--- src/rtl/char_scroller_pkg.sv ---
// Shared types and character codes for the "dE10" scrolling display.
package char_scroller_pkg;

    typedef enum logic [1:0] {
        ST_PAUSE = 2'd0,
        ST_RUN   = 2'd1,
        ST_BLINK = 2'd2
    } state_e;

    typedef logic [1:0] char_t;

    localparam char_t CH_D = 2'b00;
    localparam char_t CH_E = 2'b01;
    localparam char_t CH_1 = 2'b10;
    localparam char_t CH_0 = 2'b11;

    // Message position (0..3) to the character shown there.
    function automatic char_t char_at(input logic [1:0] pos);
        char_t c;
        case (pos)
            2'd0:    c = CH_D;
            2'd1:    c = CH_E;
            2'd2:    c = CH_1;
            default: c = CH_0;
        endcase
        return c;
    endfunction

endpackage

--- src/rtl/char_scroller_prescaler.sv ---
// Rotation-step prescaler: counts 0..TICK_DIV-1 while enabled, pulses tc_c on the last count.
module tick_prescaler #(
    parameter int unsigned TICK_DIV = 50_000_000
) (
    input  logic clk,
    input  logic rst,
    input  logic clear,
    input  logic enable,
    output logic tc_c
);

    localparam int unsigned CW = (TICK_DIV > 1) ? $clog2(TICK_DIV) : 1;

    logic [CW-1:0] count_q;

    assign tc_c = enable && (count_q == CW'(TICK_DIV - 1));

    always_ff @(posedge clk or posedge rst) begin
        if (rst) begin
            count_q <= '0;
        end else if (clear) begin
            count_q <= '0;
        end else if (enable) begin
            count_q <= tc_c ? '0 : count_q + CW'(1);
        end
    end

endmodule

--- src/rtl/char_scroller.sv ---
// Scrolls the 4-character message "dE10" across NUM_DISP displays, auto or single-step.
// Optional end-of-message blink is enabled by defining SCROLL_BLINK_EN.
module char_scroller
    import char_scroller_pkg::*;
#(
    parameter int unsigned NUM_DISP = 4,
    parameter int unsigned TICK_DIV = 50_000_000
) (
    input  logic                  clk,
    input  logic                  rst,
    input  logic                  run,
    input  logic                  dir,
    input  logic                  step,
    output logic [2*NUM_DISP-1:0] codes,
    output logic                  tick,
    output logic [NUM_DISP-1:0]   blank
);

    state_e               state_q, state_d;
    logic [1:0]           offset_q, offset_d, offset_step_c;
    logic                 step_q;
    logic                 step_rise_c;
    logic                 adv_c;
    logic                 pre_en_c;
    logic                 tc_c;
    logic [2*NUM_DISP-1:0] codes_d;

    // Display i shows message position (offset + NUM_DISP-1-i) mod 4.
    function automatic logic [2*NUM_DISP-1:0] pattern(input logic [1:0] off);
        logic [2*NUM_DISP-1:0] p;
        p = '0;
        for (int i = 0; i < NUM_DISP; i++) begin
            p[2*i +: 2] = char_at(off + 2'(NUM_DISP - 1 - i));
        end
        return p;
    endfunction

`ifdef SCROLL_BLINK_EN
    logic [1:0] period_q;
    assign pre_en_c = (state_q == ST_RUN) || (state_q == ST_BLINK);
`else
    assign pre_en_c = (state_q == ST_RUN);
`endif

    tick_prescaler #(
        .TICK_DIV (TICK_DIV)
    ) u_prescaler (
        .clk    (clk),
        .rst    (rst),
        .clear  (!pre_en_c),
        .enable (pre_en_c),
        .tc_c   (tc_c)
    );

    assign step_rise_c   = step && !step_q;
    assign offset_step_c = dir ? offset_q - 2'd1 : offset_q + 2'd1;

    always_comb begin
        state_d  = state_q;
        offset_d = offset_q;
        adv_c    = 1'b0;
        case (state_q)
            ST_PAUSE: begin
                // A step edge coinciding with run rising is dropped.
                if (run) begin
                    state_d = ST_RUN;
                end else if (step_rise_c) begin
                    adv_c = 1'b1;
                end
            end
            ST_RUN: begin
                if (tc_c) begin
                    adv_c = 1'b1;
                end
                if (!run) begin
                    state_d = ST_PAUSE;
                end
`ifdef SCROLL_BLINK_EN
                if (tc_c && (offset_step_c == 2'd0)) begin
                    state_d = ST_BLINK;
                end
`endif
            end
`ifdef SCROLL_BLINK_EN
            ST_BLINK: begin
                if (tc_c && (period_q == 2'd3)) begin
                    state_d = run ? ST_RUN : ST_PAUSE;
                end
            end
`endif
            default: state_d = ST_PAUSE;
        endcase
        if (adv_c) begin
            offset_d = offset_step_c;
        end
        codes_d = pattern(offset_d);
    end

    always_ff @(posedge clk or posedge rst) begin
        if (rst) begin
            state_q  <= ST_PAUSE;
            offset_q <= 2'd0;
            step_q   <= 1'b0;
            tick     <= 1'b0;
            codes    <= pattern(2'd0);
        end else begin
            state_q  <= state_d;
            offset_q <= offset_d;
            step_q   <= step;
            tick     <= adv_c;
            codes    <= codes_d;
        end
    end

`ifdef SCROLL_BLINK_EN
    // Blank during blink periods 1 and 3 (period_q 0 and 2).
    always_ff @(posedge clk or posedge rst) begin
        if (rst) begin
            period_q <= 2'd0;
            blank    <= '0;
        end else if ((state_q == ST_RUN) && (state_d == ST_BLINK)) begin
            period_q <= 2'd0;
            blank    <= '1;
        end else if ((state_q == ST_BLINK) && tc_c) begin
            period_q <= period_q + 2'd1;
            blank    <= {NUM_DISP{period_q == 2'd1}};
        end
    end
`else
    assign blank = '0;
`endif

endmodule

--- config.mk ---
export PLATFORM = sky130hd
export DESIGN_NAME = char_scroller
export DESIGN_NICKNAME = d
export VERILOG_FILES = /design/src/rtl/char_scroller_pkg.sv /design/src/rtl/char_scroller_prescaler.sv /design/src/rtl/char_scroller.sv
export SDC_FILE = /design/constraint.sdc
export NUM_CORES = 1
export LEC_CHECK = 0
export BUFFER_PORTS_ARGS = -buffer_cell sky130_fd_sc_hd__buf_4
export CAP_MARGIN = 20
export CORE_ASPECT_RATIO = 0.5
export CORE_UTILIZATION = 54
export CTS_CLUSTER_DIAMETER = 80
export DETAILED_ROUTE_END_ITERATION = 6
export GPL_TIMING_DRIVEN = 0
export PLACE_DENSITY = 0.84
export SYNTH_ARGS = -nofsm -noshare
export SYNTH_HDL_FRONTEND = slang
export SYNTH_SLANG_ARGS = --single-unit
--- constraint.sdc ---
create_clock -name clk -period 3.09 [get_ports clk]
set_input_delay 0.1545 -clock clk [delete_from_list [all_inputs] [get_ports clk]]
set_output_delay 0.1545 -clock clk [all_outputs]
set_load 0.05 [all_outputs]
==> results of run 1 <==
## synthesized netlist by cell type (2+ instances only)
master	instances	area share (%)
sky130_fd_sc_hd__or4_4	3	1.8
sky130_fd_sc_hd__inv_1	4	0.80
sky130_fd_sc_hd__o21ai_0	2	0.54
sky130_fd_sc_hd__nand2_1	7	1.4
sky130_fd_sc_hd__a21oi_2	3	1.4
sky130_fd_sc_hd__a21oi_1	10	2.7
sky130_fd_sc_hd__or4_1	8	3.2
sky130_fd_sc_hd__or2_2	2	0.67
sky130_fd_sc_hd__nor3_1	2	0.54
sky130_fd_sc_hd__nor2_1	14	2.8
sky130_fd_sc_hd__nand3_1	12	3.2
sky130_fd_sc_hd__or3_1	2	0.67
sky130_fd_sc_hd__xnor2_1	7	3.3
sky130_fd_sc_hd__and3_1	6	2.0
sky130_fd_sc_hd__and4_1	5	2.3
sky130_fd_sc_hd__dfstp_2	3	4.2
sky130_fd_sc_hd__o31ai_1	10	4.0
sky130_fd_sc_hd__nand4_1	9	3.0
sky130_fd_sc_hd__clkbuf_1	3	0.60
sky130_fd_sc_hd__dfrtp_1	33	44
sky130_fd_sc_hd__buf_4	7	2.8
sky130_fd_sc_hd__nor4b_1	2	0.94
sky130_fd_sc_hd__buf_2	7	1.9
sky130_fd_sc_hd__xor2_1	9	4.2
sky130_fd_sc_hd__ha_1	5	3.3
## worst reg2reg max path, cell delays in order (launching register included)
cell                      delay [ps]
sky130_fd_sc_hd__dfrtp_1         430
sky130_fd_sc_hd__nor4b_1         450
sky130_fd_sc_hd__nand4_1         270
sky130_fd_sc_hd__or4_1           570
sky130_fd_sc_hd__and3_1          190
sky130_fd_sc_hd__ha_1            190
sky130_fd_sc_hd__or2_2           290
## cell type report
type,instances,area share [%]
Tap cell,40,2.25
Inverter,4,0.675
Sequential cell,36,40.6
Clock buffer,5,3.09
Buffer,17,4.44
Multi-Input combinational cell,129,38.8
Clock inverter,3,4.05
Timing Repair Buffer,15,6.07
## power by group through the flow
| stage | sequential, mW | clock (mW) | combinational [mW] |
|---|---|---|---|
| floorplan | 0.669 | 0 | 0.201 |
| global placement | 0.563 | 0 | 0.398 |
| global route | 0.562 | 0.601 | 0.438 |
| CTS | 0.557 | 0.581 | 0.418 |
| finish | 0.556 | 0.576 | 0.416 |
| detailed placement | 0.566 | 0 | 0.415 |
## cells by family (layout without fill, tap and decap cells)
family                   count (synthesis)  after routing
other                                    1              4
AND/OR/NAND/NOR                         76             76
flip-flops                              36             36
AO/OA/AOI/OAI                           28             28
adder cells (fa/ha/maj)                  5              5
XOR/XNOR                                16             16
buffers and inverters                   21             44
## worst max path at each step
stage | start | to | slack, ps | cells past startpoint
2_1_floorplan | u_prescaler.count_q[16] | codes[3] | 910 | 7
3_3_place_gp | u_prescaler.count_q[8] | codes[3] | 760 | 6
3_5_place_dp | u_prescaler.count_q[0] | codes[7] | 730 | 8
4_1_cts | u_prescaler.count_q[0] | codes[7] | 710 | 8
5_1_grt | u_prescaler.count_q[8] | codes[3] | 580 | 6
6_report | u_prescaler.count_q[8] | codes[3] | 640 | 6
## layer usage
metal  routed length, um  share of wire [%]  vias to the layer above  global-route usage [%]
met3                 187                5.1                        8                    5.33
met5                   0                  0                        -                       0
met1                1710                 46                      729                    29.4
li1                    -                  -                      710                       -
met2                1730                 47                       36                    38.9
met4                  58                1.6                        0                    10.5
## flip-flops by register name (all words and copies together) (netlist names)
signal,count
codes,5
offset_q,2
state_q,1
step_q,1
tick,1
u_prescaler.count_q,26
## per-stage QoR
stage	util [%]	total power, mW	std cells	hold WS [ps]	instance area, sq um
after CTS	70.6	1.56	249	15.2	2230
after global placement	64.4	0.961	239	272	2030
after detailed placement	65.2	0.981	240	280	2060
after global routing	70.6	1.60	249	39.8	2230
final	70.6	1.55	249	-9.77	2230
after floorplan	-	0.870	186	186	1880
## timing repair
item | CTS | global route
hold endpoints to repair | 1 | 0
resized for setup | 0 | 0
hold buffers | 1 | 0
==> results.txt, run 1 <==
The die span in x was 85.2 um. At the worst endpoint, the arrival time is 2670 ps. After synthesis, the netlist uses 33 different library cells.

The checks that failed: negative hold slack. The clock net in this run drives a total of 36 sinks. The setup path with the least slack is of type reg2reg. The net count of the finished layout is 218. The share of the cycle needed by the critical path after routing works out to 79.2%. The die height was 43.6 um. Largest family of logic cells by synthesized area: simple AND/OR/NAND/NOR gates. Cell internal power was estimated by the tool at 1.07 mW. The initial antenna violation count was 0.

The tools report the via count of the first global-routing pass as 1424. The most common library cell in the layout ignoring fill and taps is sky130_fd_sc_hd__dfrtp_1. The pin count of the biggest net entering global routing is 20. The clock passes through at most 2 buffers.

The library cells used most frequently in the layout, excluding fill and tap cells, are sky130_fd_sc_hd__dfrtp_1 (33), sky130_fd_sc_hd__buf_4 (20), sky130_fd_sc_hd__nor2_1 (14), sky130_fd_sc_hd__nand3_1 (12). The clock latency on the worst-skew pair is 290 ps. The path type of the worst min-delay path is in2async.

For this run the aggregate overflow at the end of global routing stands at 0. Buffers inserted during clock tree synthesis total 5. Of the total synthesized cell area, the portion taken by full adders, half adders and majority gates is 3.34%. In the synthesized netlist the dominant register cell turns out to be sky130_fd_sc_hd__dfrtp_1.

Relative to the synthesized area, the layout overhead comes to 19.0%. The largest single stage delay on the critical path is 570 ps. The worst clock skew on the final layout was 10.5 ps; the detailed-placement wirelength estimate was 2.64 mm.

Counting the fill cells in the layout gives 228. Total count of hold-check failures in the final report: 12. Of the total power, the share spent switching nets is 30.9%. The run gives 3720 sq um as the die outline area. Counting cells, the worst reg-to-reg path comes to 6. The number of enable-type register cells in the synthesized netlist is 0, and the fraction of power consumed by sequential logic is 35.9%.

Combinational logic burns 26.9% of the power. The count of buffers inserted at the top-level ports is 13. The endpoint identified for the worst register-to-register timing path is codes[3]. Summing every instance area after synthesis gives 1870 sq um. Across the run, the number of max-cap violations was 0. Setup repair after global routing left no endpoint under its margin. The worst setup path is launched from a flip-flop. The fmax is 409 MHz.

The number of H-tree branching levels is 2. The final routed wire length divided by cell count was 14.8 um; the clock period minus worst slack was 2450 ps. Buffers added to address setup during post-CTS repair amount to 0.

Walking the worst path, the cells encountered are nor4b_1 > nand4_1 > or4_1 > and3_1 > ha_1 > or2_2. Global routing consumed, over all layers together, 23.1% of the routing resources. A synthesized cell averages 10.2 sq um. Setup violations remaining at the end of the flow were counted as 0. Dividing total power by cell area gives a power density of 696 nW/um^2. The area of all sequential standard cells is 905 sq um, and the post-synthesis async set-or-reset flop share is 100%.

During I/O placement, the number of pins put on the boundary was 18. Clock-pin slew was measured on the worst setup and hold paths at 80 ps. The number of search-and-repair iterations in the first detailed-routing pass was 4; the routability congestion estimate from global placement was 0.806. Adding up every negative setup slack in the final design gives 0 ps.

The tools report the final antenna diode count as 0. The nature of the critical path endpoint is a flip-flop. The root buffer cell chosen for the clock tree is sky130_fd_sc_hd__clkbuf_8.

The critical path data required time was 3310 ps; the number of design rule violations left after detail routing was 0. The effective utilization at floorplan was 59.3%. The number of placement rows was 14; the number of buffers and inverters on the critical path was 0. The startpoint identified for the worst register-to-register timing path is u_prescaler.count_q[8].

The run gives 1483 as the via count of the routed design. The number of synthesized register bits is 36, and the smallest setup slack after layout is 643 ps. The kind of cell adding the most delay to the critical path is simple AND/OR/NAND/NOR gates. The multi-input combinational cells in the finished layout cover a total of 863 sq um. The critical path's slowest cell is sky130_fd_sc_hd__or4_1. The maximum VDD drop was 281 uV; the compound-cell area share of the yosys netlist was 9.97%.

The tools report the instance count of the mapped netlist as 183. In this run the worst path has a maximum fanout of 6. The run finished, with violations left.

The region available for standard cell placement spans 3150 sq um. Of the cells placed in the final design, the portion with a size suffix greater than 1 is 23.4%. Xor and xnor area share after synthesis: 7.49%. The leakage dissipation is 0.946 nW, and the sequential cell area fraction in the yosys report is 48.4%. The tools report the worst hold slack after final layout as -9.77 ps. The portion of synthesized area spent on multiplexers is 0%.

After detailed routing, the total wire length is 3.68 mm. The basic-gate share of the synthesized area counting and, or, nand and nor cells came out at 24.5%. TritonCTS built the clock tree. The flop-to-flop setup slack was 640 ps; the per-cell via count in the routed design was 5.96. In this run, the number of DRC markers left after iteration 0 of detailed routing was 118. The run gives 0 as the count of final max-slew check failures. Summed over all nets, the switching power comes to 0.478 mW.

The worst slew margin relative to its limit is 50.4%, and the wire length of the first global-routing pass is 6.41 mm. Once detail routing completed, the nets flagged for antenna violations numbered 0. During synthesis, Yosys emitted a total of 0 warnings. The tools report the setup slack after placement as 726 ps. The power share of the clock group came out at 37.2%. For the pin with the worst max-slew slack, the measured transition is 743 ps.
(Power assumes the default switching activity.)
==> run 2: changes to the inputs <==
==> constraint.sdc (replaced) <==
create_clock -name clk -period 2.3 [get_ports clk]
set_input_delay 0.115 -clock clk [delete_from_list [all_inputs] [get_ports clk]]
set_output_delay 0.115 -clock clk [all_outputs]
set_load 0.05 [all_outputs]
==> results.txt, run 2 (same netlist as run 1, synthesis figures left out) <==
In this run the static leakage power is 0.981 nW. Setup violations remaining at the end of the flow were counted as 0. The final routed wire length divided by cell count is 16.6 um. In the final layout, the registers with the most flip-flops are u_prescaler.count_q x26, codes x5, offset_q x2. For the area of the placeable core, the log shows 3150 sq um. The largest fanout on the critical path is 10, and the routability congestion estimate from global placement is 0.806.

The initial antenna violation count came out at 0. STA classifies the critical path endpoint as a flip-flop. The die outline area is 3720 sq um, and the layout-stage area growth over the synthesis result is 26.6%.

Clock latency on the worst-skew pair, taken at its later pin, is 290 ps. The number of clock buffers added by TritonCTS is 5. The logs give 0 for the number of design rule violations left after detail routing and 18 for the boundary pin count. The slew at the pin closest to its max-slew limit was 758 ps; the number of placement rows was 14. The final critical path takes up 97.5% of the cycle. For the data arrival time at the worst-slack endpoint, the log shows 2470 ps. The run gives 0 as the total count of hold-check failures in the final report. The worst setup path is launched from a flip-flop. The fmax was 446 MHz; the number of design-rule violations left by the first detailed-router iteration was 147. The per-cell via count in the routed design is 6.09, and the via count of the routed design is 1559. At the end of the flow, the number of nets in the layout was 225.

The critical path data required time is 2530 ps, and the total clock sinks is 36. The path type of the worst min-delay path is in2reg. Once detail routing completed, the nets flagged for antenna violations numbered 0. Across every metal layer, demand over resource in global routing totals 23.3%. The first TritonRoute pass finished after 4 iterations. After clock tree synthesis, the clock-pin slew on the worst setup and hold paths is 80 ps. Leaving out fill and tap cells, the most frequent cell in the layout is sky130_fd_sc_hd__dfrtp_1. The tightest hold path in the finished design has a slack of 4.42 ps.

For this run the aggregate overflow at the end of global routing stands at 0. The die span in x is 85.2 um, and the count of maximum capacitance violations is 0. The worst path in the final design needs a cycle of 2240 ps, including I/O delays and setup.

The power density relative to cell area is 896 nW/um^2. In the layout the commonest cells are sky130_fd_sc_hd__dfrtp_1 (29), sky130_fd_sc_hd__buf_4 (26), sky130_fd_sc_hd__nor2_1 (14), sky130_fd_sc_hd__nand3_1 (12). Entering global routing, the biggest net connects 20 pins. Across the routed clock network, the largest skew measured is 13.7 ps. The largest buffer count on any clock path is 2. The post-route netlist has 30.6% of its cells at a drive strength greater than 1. The area occupied by multi-input gates was 932 sq um. TritonCTS built the clock tree.

The initial utilization of the core area, before any placement, comes to 59.3%. In the final timing run, aggregate negative setup slack is 0 ps. In this run the tightest slew margin relative to its limit is 49.4%. Across the VDD grid, the largest voltage drop is 374 uV. After detailed routing, the total wire length is 4.26 mm. The worst setup path is of the reg2reg kind. The repair_antennas step left the layout with diodes totalling 0.

The HPWL after detailed placement is 2.64 mm. For the count of final max-slew check failures, the log shows 0. The number of H-tree branching levels was 2; the number of flip-flops in the largest register was 26. The flow ran to the end, and the final reports show no timing, DRC or antenna violations. The area of all sequential standard cells is 910 sq um, and the utilization after layout is 75.1%.

The largest register by flop count was u_prescaler.count_q. The die is 43.6 um tall. The number of filler instances in the final layout is 198.

The first global-routing pass estimated 6.47 mm of wire. CTS placed an instance of sky130_fd_sc_hd__clkbuf_8 at the clock tree root. The via count of the first global-routing pass came out at 1433. The count of buffers inserted at the top-level ports is 13.
==> run 2: worst paths after layout <==
kind                                              start                      to  slack [ps]  depth (start not counted)
worst max-delay path            u_prescaler.count_q[16]                codes[3]          60                          7
worst min-delay path                                run              state_q[0]           4                          2
worst max register to register  u_prescaler.count_q[16]                codes[3]          60                          7
worst min register to register   u_prescaler.count_q[6]  u_prescaler.count_q[6]         570                          2
max in group asynchronous                           rst  u_prescaler.count_q[8]        1210                          4
min in group asynchronous                           rst                    tick         510                          3
==> run 2: area by class of cell <==
class / instances / share of cell area (%)
repair buffers: 22 / 8.03
multi-input cells: 129 / 39.4
clock buffers: 5 / 2.91
flip-flops and latches: 36 / 38.4
well taps: 40 / 2.11
inverters: 4 / 0.634
clock inverters: 3 / 3.81
plain buffers: 17 / 4.70
==> run 2: metrics by stage <==
| stage | worst slack (ps) | cell area [sq um] | instances | total power [mW] |
|---|---|---|---|---|
| after floorplan | 124 | 1880 | 186 | 1.17 |
| after global placement | -29.2 | 2030 | 239 | 1.29 |
| after detailed placement | -64.3 | 2060 | 240 | 1.32 |
| after CTS | -12.7 | 2270 | 252 | 2.09 |
| after global routing | -48.6 | 2370 | 256 | 2.19 |
| final | 56.6 | 2370 | 256 | 2.12 |
==> run 2: repair_timing <==
item / 4_1_cts / 5_1_grt
cloned: 0 / 0
endpoints found under the hold margin: 15 / 0
pin swaps: 1 / 3
resized for setup: 3 / 17
endpoints found under the setup margin: 2 / 23
hold buffers: 2 / 0
setup buffers: 2 / 4
==> run 2: layer usage <==
layer	share of wire, %	wire length (um)	GRT usage (%)	vias to the layer above
met5	0	0	0	-
met4	1.1	49	10.5	0
met3	6.2	265	5.33	4
met2	50	2110	39.7	69
met1	43	1830	29.4	763
li1	-	-	-	723
==> run 2: power breakdown <==
| group | total (mW) | internal, mW | switching, mW |
|---|---|---|---|
| Sequential | 0.749 | 0.706 | 0.0434 |
| Combinational | 0.593 | 0.202 | 0.391 |
| Clock | 0.779 | 0.543 | 0.237 |
| Total | 2.12 | 1.45 | 0.671 |
==> run 2: critical path, stage by stage, from the launching register on <==
cell                      delay, ps
sky130_fd_sc_hd__dfrtp_1        380
sky130_fd_sc_hd__buf_6          140
sky130_fd_sc_hd__nor4b_4        240
sky130_fd_sc_hd__nand4_1        240
sky130_fd_sc_hd__or4_4          540
sky130_fd_sc_hd__and3_4         170
sky130_fd_sc_hd__ha_1           180
sky130_fd_sc_hd__or2_2          290
